`src/rtl/mem_access_sequencer.sv`:
```
// mem_access_sequencer: sequences a byte-wide RAM for MFA/MOC requests, big-endian byte/halfword/word.
module mem_access_sequencer #(
  parameter int ADDR_W      = 9,
  parameter int WAIT_CYCLES = 1
) (
  input  logic              clk,
  input  logic              reset,
  input  logic              mfa,
  input  logic              rw,
  input  logic [1:0]        size,
  input  logic [ADDR_W-1:0] addr,
  input  logic [31:0]       wdata,
  output logic [31:0]       rdata,
  output logic              moc,
  output logic              busy,
  output logic              ram_en,
  output logic              ram_we,
  output logic [ADDR_W-1:0] ram_addr,
  output logic [7:0]        ram_wdata,
  input  logic [7:0]        ram_rdata
);
  typedef enum logic [1:0] {IDLE, XFER, DONE} state_t;
  localparam logic [2:0] WMAX = 3'(WAIT_CYCLES);
  state_t      state;
  logic [1:0]  idx, nm1, nm1_in, nxt, sh_cur, sh_nxt;
  logic [2:0]  wcnt;
  logic        rw_l;
  logic [31:0] wdata_l;
  // nm1 is both (byte count - 1) and the alignment mask; sh_* select the big-endian lane
  always_comb begin
    nm1_in = size == 2'b00 ? 2'd0 : size == 2'b01 ? 2'd1 : 2'd3;
    nxt    = idx + 2'd1;
    sh_cur = nm1 - idx;
    sh_nxt = nm1 - nxt;
  end
  always_ff @(posedge clk) begin
    if (!reset) begin
      state     <= IDLE;
      moc       <= 1'b0;
      busy      <= 1'b0;
      ram_en    <= 1'b0;
      ram_we    <= 1'b0;
      ram_addr  <= '0;
      ram_wdata <= '0;
      rdata     <= '0;
      idx       <= '0;
      wcnt      <= '0;
      nm1       <= '0;
      rw_l      <= 1'b0;
      wdata_l   <= '0;
    end else begin
      case (state)
        IDLE: if (mfa) begin
          state     <= XFER;
          busy      <= 1'b1;
          idx       <= '0;
          wcnt      <= '0;
          nm1       <= nm1_in;
          rw_l      <= rw;
          wdata_l   <= wdata;
          ram_en    <= 1'b1;
          ram_we    <= ~rw;
          ram_addr  <= addr & ~ADDR_W'(nm1_in);
          ram_wdata <= wdata[{nm1_in, 3'b000} +: 8];
          if (rw) rdata <= '0;
        end
        XFER: if (wcnt != WMAX) wcnt <= wcnt + 3'd1;
        else begin
          if (rw_l) rdata[{sh_cur, 3'b000} +: 8] <= ram_rdata;
          wcnt <= '0;
          if (idx == nm1) begin
            state  <= DONE;
            ram_en <= 1'b0;
            ram_we <= 1'b0;
            moc    <= 1'b1;
          end else begin
            idx       <= nxt;
            ram_addr  <= ram_addr + ADDR_W'(1);
            ram_wdata <= wdata_l[{sh_nxt, 3'b000} +: 8];
          end
        end
        DONE: if (!mfa) begin
          state <= IDLE;
          moc   <= 1'b0;
          busy  <= 1'b0;
        end
        default: state <= IDLE;
      endcase
    end
  end
endmodule

```
`config.mk`:
```
export PLATFORM = sky130hd
export DESIGN_NAME = mem_access_sequencer
export DESIGN_NICKNAME = d
export VERILOG_FILES = /design/src/rtl/mem_access_sequencer.sv
export SDC_FILE = /design/constraint.sdc
export NUM_CORES = 1
export LEC_CHECK = 0
export ABC_AREA = 1
export BUFFER_PORTS_ARGS = -buffer_cell sky130_fd_sc_hd__buf_2
export CORE_ASPECT_RATIO = 0.7
export CORE_MARGIN = 1.5
export CORE_UTILIZATION = 60
export CTS_BUF_LIST = sky130_fd_sc_hd__clkbuf_2
export CTS_CLUSTER_SIZE = 10
export DETAILED_ROUTE_END_ITERATION = 12
export HOLD_SLACK_MARGIN = 0.03
export PLACE_DENSITY = 0.95
export SYNTH_ARGS = -nofsm -noshare
export SYNTH_HDL_FRONTEND = slang
export SYNTH_SLANG_ARGS = --single-unit
```
`constraint.sdc`:
```
create_clock -name clk -period 5.2 [get_ports clk]
set_clock_uncertainty 0.2 [all_clocks]
set_input_delay 0.26 -clock clk [delete_from_list [all_inputs] [get_ports clk]]
set_output_delay 0.26 -clock clk [all_outputs]
set_load 0.05 [all_outputs]
```
==> metrics, run 1 <==
result of the run=finished, final reports clean; final slew viol count=0; fraction of layout instances using a drive strength above 1=16.6%; H-tree depth=3; worst hold endpoint=ram_wdata[6]; Synth Cell Area=approximately 4600 sq um; Syn Inst Count=~700; worst slew pin tran=1.26 ns; hold depth=4; drt wl/cell=14.8 microns; Seq pwr share=40.3%; r2r setup slk=approximately 1.8 ns; RSZ-0062 raised after global routing=false; drt via density=5.65; Final Power=0.00234 W; total clock sinks=95; post-CTS sizing=0; Mapped Nets=755; final hold vios=0; Arrival @ worst endpoint=approximately 3.8 ns; Slew headroom=15.7%; worst hold slack=slightly above 0.08 ns; Mean Syn Cell Area=6.62 sq um; reg2reg end=ram_wdata[4]; sw frac=48.1%; Fin Setup TNS=0 ns; area of the multi-input gates=2380 sq um; Int Power=0.00121 W; global placer's final weighted congestion=0.892; ANT nets after route=0; die area=roughly 8200 sq um; sequential share of the synthesized area=41.3%; Final setup violation count=0; fill count=507; number of synthesized register bits=95; Place WS=1.92 ns; critical path endpoint category=flop; register area=1900 sq um; CTS clk-pin slew, worst paths=0.26 ns; DRC=0; Hold Crit Start=reset; Syn-to-layout area delta=25.3%; core area=about 7400 sq um; largest net degree at the start of global routing=69; Crit Path Max Fanout=28; number of global-route vias before repair=4,947; clk buf depth=2; Initial Util=62.6%; initial antenna violation count=0; routed wire length=between 10,000 and 15,000 microns; ANT cells=0; Num CTS Buffers=9; Vias=around 5,300; Gate power share=45.9%; num ports=approximately 110; Tot GR Track Use=34.6%; Worst EP required=5.51 ns; VDD IR max=0.234 mV; Setup WS post-layout=1.76 ns; distinct cell type count after synthesis=32; pwr/cell area=approximately 400 nW/um^2; FP Rows=26; final net count=897; first-pass GRT wire length=22,600 microns; CTS tree=yes; PortBufs=107; Detail Placement HPWL=8530 microns; clock power share=13.7%; fmax=291 MHz; clk_lat worst skew=around 0.58 ns; clk root buf=clkbuf_2; drt pass-1 iters=6; grt ovf=0; Die Height=about 76 microns; Final Cycle Share=66.1%; startpoint types=flop; Leakage=2.69 nW; cells on worst reg2reg path=8; Syn. warnings=0; final core utilization=78.4%; Iter 0 DRT Violations=583; Worst R2R Start=idx[0]; HP Class=in -> reg; max_cap viols=0; fin crit period=3.44 ns; sw power=0.00112 W; CP Class=reg -> reg; Die Span X=108 microns
registers in the layout (all words and copies together) (netlist names), 2 cells and up:
register   cells
wdata_l       32
ram_addr       9
rdata         32
nm1            2
state          2
wcnt           3
ram_wdata      8
idx            2
cell usage in the layout (no fill, tap or decap), types with 3 or more instances in the layout:
| cell type | n |
|---|---|
| a21boi_0 | 8 |
| a21oi_1 | 53 |
| buf_2 | 107 |
| clkbuf_2 | 9 |
| clkinv_1 | 3 |
| dfxtp_1 | 95 |
| dlygate4sd3_1 | 54 |
| ha_1 | 5 |
| inv_1 | 40 |
| inv_2 | 5 |
| mux2i_1 | 8 |
| nand2_1 | 185 |
| nand3_1 | 35 |
| nor2_1 | 144 |
| nor2_4 | 3 |
| nor3_1 | 4 |
| o21ai_0 | 49 |
| o21ai_1 | 8 |
worst max-delay path by stage:
| stage | from | to | slack, ns | cells past startpoint |
|---|---|---|---|---|
| 2_1_floorplan | idx[1] | rdata[10] | 3.15 | 13 |
| 3_3_place_gp | idx[0] | ram_addr[7] | 2.12 | 8 |
| 3_5_place_dp | idx[0] | ram_addr[0] | 1.92 | 7 |
| 4_1_cts | idx[0] | ram_addr[0] | 1.87 | 7 |
| 5_1_grt | idx[0] | ram_wdata[6] | 1.58 | 8 |
| 6_report | idx[0] | ram_wdata[4] | 1.76 | 8 |
metrics by stage:
| stage | cells | cell area, sq um |
|---|---|---|
| global placement | 870 | 5130 |
| CTS | 940 | 5760 |
| floorplan | 695 | 4600 |
| finish | 940 | 5760 |
| global route | 940 | 5760 |
| detailed placement | 870 | 5130 |
final cells by class:
class,instances,area share [%]
clock inverters,7,0.825
clock buffers,9,0.781
well taps,98,2.13
multi-input cells,521,41.3
inverters,47,3.06
repair buffers,163,18.9
flip-flops and latches,95,33.0
what timing repair did:
item                      in CTS  in global routing
hold buffers                  54                  0
buffers inserted               0                  0
hold endpoints to repair      88                  0
cells by family after synthesis:
family / after synthesis / share of synthesized area, %
flip-flops: 95 / 41.3
AO/OA/AOI/OAI: 124 / 14.3
AND/OR/NAND/NOR: 381 / 33.8
XOR/XNOR: 3 / 0.571
multiplexers: 8 / 1.74
adder cells (fa/ha/maj): 5 / 1.36
buffers and inverters: 79 / 6.91
Yosys cell counts:
cell,instances,share of area [%]
nand2_1,185,15
nor2_1,144,12
dfxtp_1,95,41
a21oi_1,53,5.8
o21ai_0,49,5.3
inv_1,40,3.3
nand3_1,35,3.8
clkbuf_1,19,1.6
a21boi_0,8,1.3
buf_2,8,0.87
mux2i_1,8,1.7
o21ai_1,8,0.87
ha_1,5,1.4
inv_2,5,0.41
nor3_1,4,0.44
buf_4,3,0.49
nor2_4,3,0.73
a21oi_2,2,0.38
buf_1,2,0.16
clkinv_1,2,0.16
nand2_2,2,0.27
nand3_2,2,0.44
nand3b_1,2,0.33
nand4_1,2,0.27
xor2_1,2,0.38
a211oi_1,1,0.16
nor2_8,1,0.44
nor3_2,1,0.22
o21bai_1,1,0.16
o22ai_1,1,0.14
o31ai_1,1,0.16
xnor2_1,1,0.19
worst max-delay path, cell delays in order, from the launching register on:
cell     delay (ns)
dfxtp_1        0.46
inv_1          0.10
ha_1           1.02
inv_1          0.42
nand3_1        0.26
nand3_2        0.43
nand2_1        0.18
nand2_1        0.07
a21oi_1        0.23
power groups by stage:
stage	clock network (W)	registers, W	logic, W
2_1_floorplan	0	0.00120	0.000538
3_3_place_gp	0	0.000942	0.000977
3_5_place_dp	0	0.000950	0.00100
4_1_cts	0.000323	0.000935	0.00104
5_1_grt	0.000353	0.000955	0.00116
6_report	0.000321	0.000943	0.00107
per-layer routing:
| layer | wire length (microns) | GRT usage (%) | share of wire, % |
|---|---|---|---|
| met3 | 1540 | 7.87 | 11 |
| met2 | 6050 | 54.4 | 44 |
| met1 | 5470 | 44.4 | 39 |
| met4 | 818 | 18.4 | 5.9 |
| met5 | 0 | 0 | 0 |
Power figures use the tool's default switching activity.
==> run 2: changes to the inputs <==
--- a/config.mk
+++ b/config.mk
@@ -9,12 +9,12 @@
 export BUFFER_PORTS_ARGS = -buffer_cell sky130_fd_sc_hd__buf_2
 export CORE_ASPECT_RATIO = 0.7
 export CORE_MARGIN = 1.5
-export CORE_UTILIZATION = 60
+export CORE_UTILIZATION = 50
 export CTS_BUF_LIST = sky130_fd_sc_hd__clkbuf_2
 export CTS_CLUSTER_SIZE = 10
 export DETAILED_ROUTE_END_ITERATION = 12
 export HOLD_SLACK_MARGIN = 0.03
-export PLACE_DENSITY = 0.95
+export PLACE_DENSITY = 0.85
 export SYNTH_ARGS = -nofsm -noshare
 export SYNTH_HDL_FRONTEND = slang
 export SYNTH_SLANG_ARGS = --single-unit
==> constraint.sdc (replaced) <==
create_clock -name clk -period 3.1 [get_ports clk]
set_clock_uncertainty 0.2 [all_clocks]
set_input_delay 0.155 -clock clk [delete_from_list [all_inputs] [get_ports clk]]
set_output_delay 0.155 -clock clk [all_outputs]
set_load 0.05 [all_outputs]
==> metrics, run 2 (synthesized netlist as in run 1, its figures left out) <==
critical path endpoint category=flop; H-tree depth=3; startpoint types=flop; CTS tree=yes; Arrival @ worst endpoint=~3.3 ns; Syn-to-layout area delta=34.3%; most used cell, CP=inv_1; top layer in use=met4; first-pass GRT wire length=23,500 microns; DP Area=5180 sq um; VDD IR max=0.321 mV; FP Rows=29; slowest CP cell=dlygate4sd3_1; Slew headroom=45.1%; area of the multi-input gates=2390 sq um; fraction of layout instances using a drive strength above 1=16.5%; initial antenna violation count=1; die area=9790 sq um; final net count=934; Crit path largest cell delay=0.56 ns; clk root buf=clkbuf_2; pwr/cell area=650 nW/um^2; drt wl/cell=13.9 microns; Fin Setup TNS=0 ns; commonest cells after routing, fill and taps aside=nand2_1 (185), nor2_1 (143), buf_2 (107); Die Span X=118 microns; fmax=~340 MHz; Iter 0 DRT Violations=~550; CP cell instances=inv_1, ha_2, inv_1, nand3_1, nand2_1, nor2_4, o21ai_1, nor2_1, dlygate4sd3_1; CP Class=reg -> reg; result of the run=finished, final reports clean; final hold vios=0; Buf/Inv on CP=3; number of global-route vias before repair=slightly above 5,000; Initial Util=51.1%; num ports=108; Final setup violation count=0; Num CTS Buffers=9; Die Height=83.2 microns; clk buf depth=2; Detail Placement HPWL=8320 microns; worst slew pin tran=0.819 ns; fin crit period=2.94 ns; Leakage=~2.9 nW; max_cap viols=0; ANT nets after route=0; DRC=0; final slew viol count=0; routed wire length=14,000 microns; Routed met1 length=6040 microns; fill count=753; core area=9000 sq um; CTS clk-pin slew, worst paths=0.26 ns; met3 routed WL=roughly 1300 microns; Final Power=0.00401 W; HP Class=in -> reg; largest registers=rdata: 32 flops, wdata_l: 32 flops, ram_addr: 9 flops; clk_lat worst skew=approximately 0.56 ns; total clock sinks=95; routed wl met2=6090 microns; Worst EP required=3.42 ns; drt pass-1 iters=6; PortBufs=107; CP top delay family=buffers and inverters; Tot GR Track Use=29.1%; Final Cycle Share=94.7%; commonest non-fill, non-tap cell in the layout=nand2_1; Vias=~5,200; global placer's final weighted congestion=0.856; largest net degree at the start of global routing=just under 70; drt via density=about 5.2; grt ovf=0; Crit Path Max Fanout=13; register area=approximately 1900 sq um; fin area=6180 sq um
[run 2: area by class of cell]
cell class	count	area share [%]
clock inverter	6	0.709
multi-input combinational	521	38.7
tap	124	2.51
antenna	1	0.0405
timing repair buffer	200	23.6
clock buffer	10	0.810
inverter	47	2.86
sequential	95	30.8
[run 2: timing repair]
item	in CTS	in global routing
endpoints found under the setup margin	0	2
buffers inserted	0	0
gates resized for setup	0	3
hold buffers	89	0
hold endpoints to repair	92	0
[run 2: tightest hold or removal path, stage by stage]
cell and delay (ns):
dlygate4sd3_1 0.52, buf_2 0.11, o21ai_0 0.10, nor2_1 0.09
[run 2: layer usage]
layer,vias up,track usage [%]
met4,0,13.3
li1,2568,-
met5,-,0
met3,66,6.80
met2,298,45.3
met1,2308,38.6
[run 2: where the power goes]
part / total [W] / switching (W) / internal, W
combinational: 0.00189 / 0.00133 / 0.000562
sequential: 0.00157 / 0.000143 / 0.00143
clock: 0.000552 / 0.000436 / 0.000116
[run 2: worst paths after layout]
kind	end	cells after the start	slack, ns	start
hold / removal	wdata_l[0]	4	0.22	wdata[0]
hold reg to reg	rdata[21]	2	0.28	rdata[21]
setup reg to reg	ram_addr[4]	9	0.16	idx[0]
setup / recovery	ram_addr[4]	9	0.16	idx[0]
[run 2: per-stage QoR]
step                      utilization, %  worst slack (ns)  hold WS (ns)  cells
after floorplan                        -              1.05         0.104    695
after global placement              57.6             0.603         0.196    898
after detailed placement            57.6             0.450         0.205    898
after CTS                           68.5            0.0372         0.183   1003
after global routing                68.7           -0.0115         0.239   1004
final                               68.7             0.163         0.216   1004
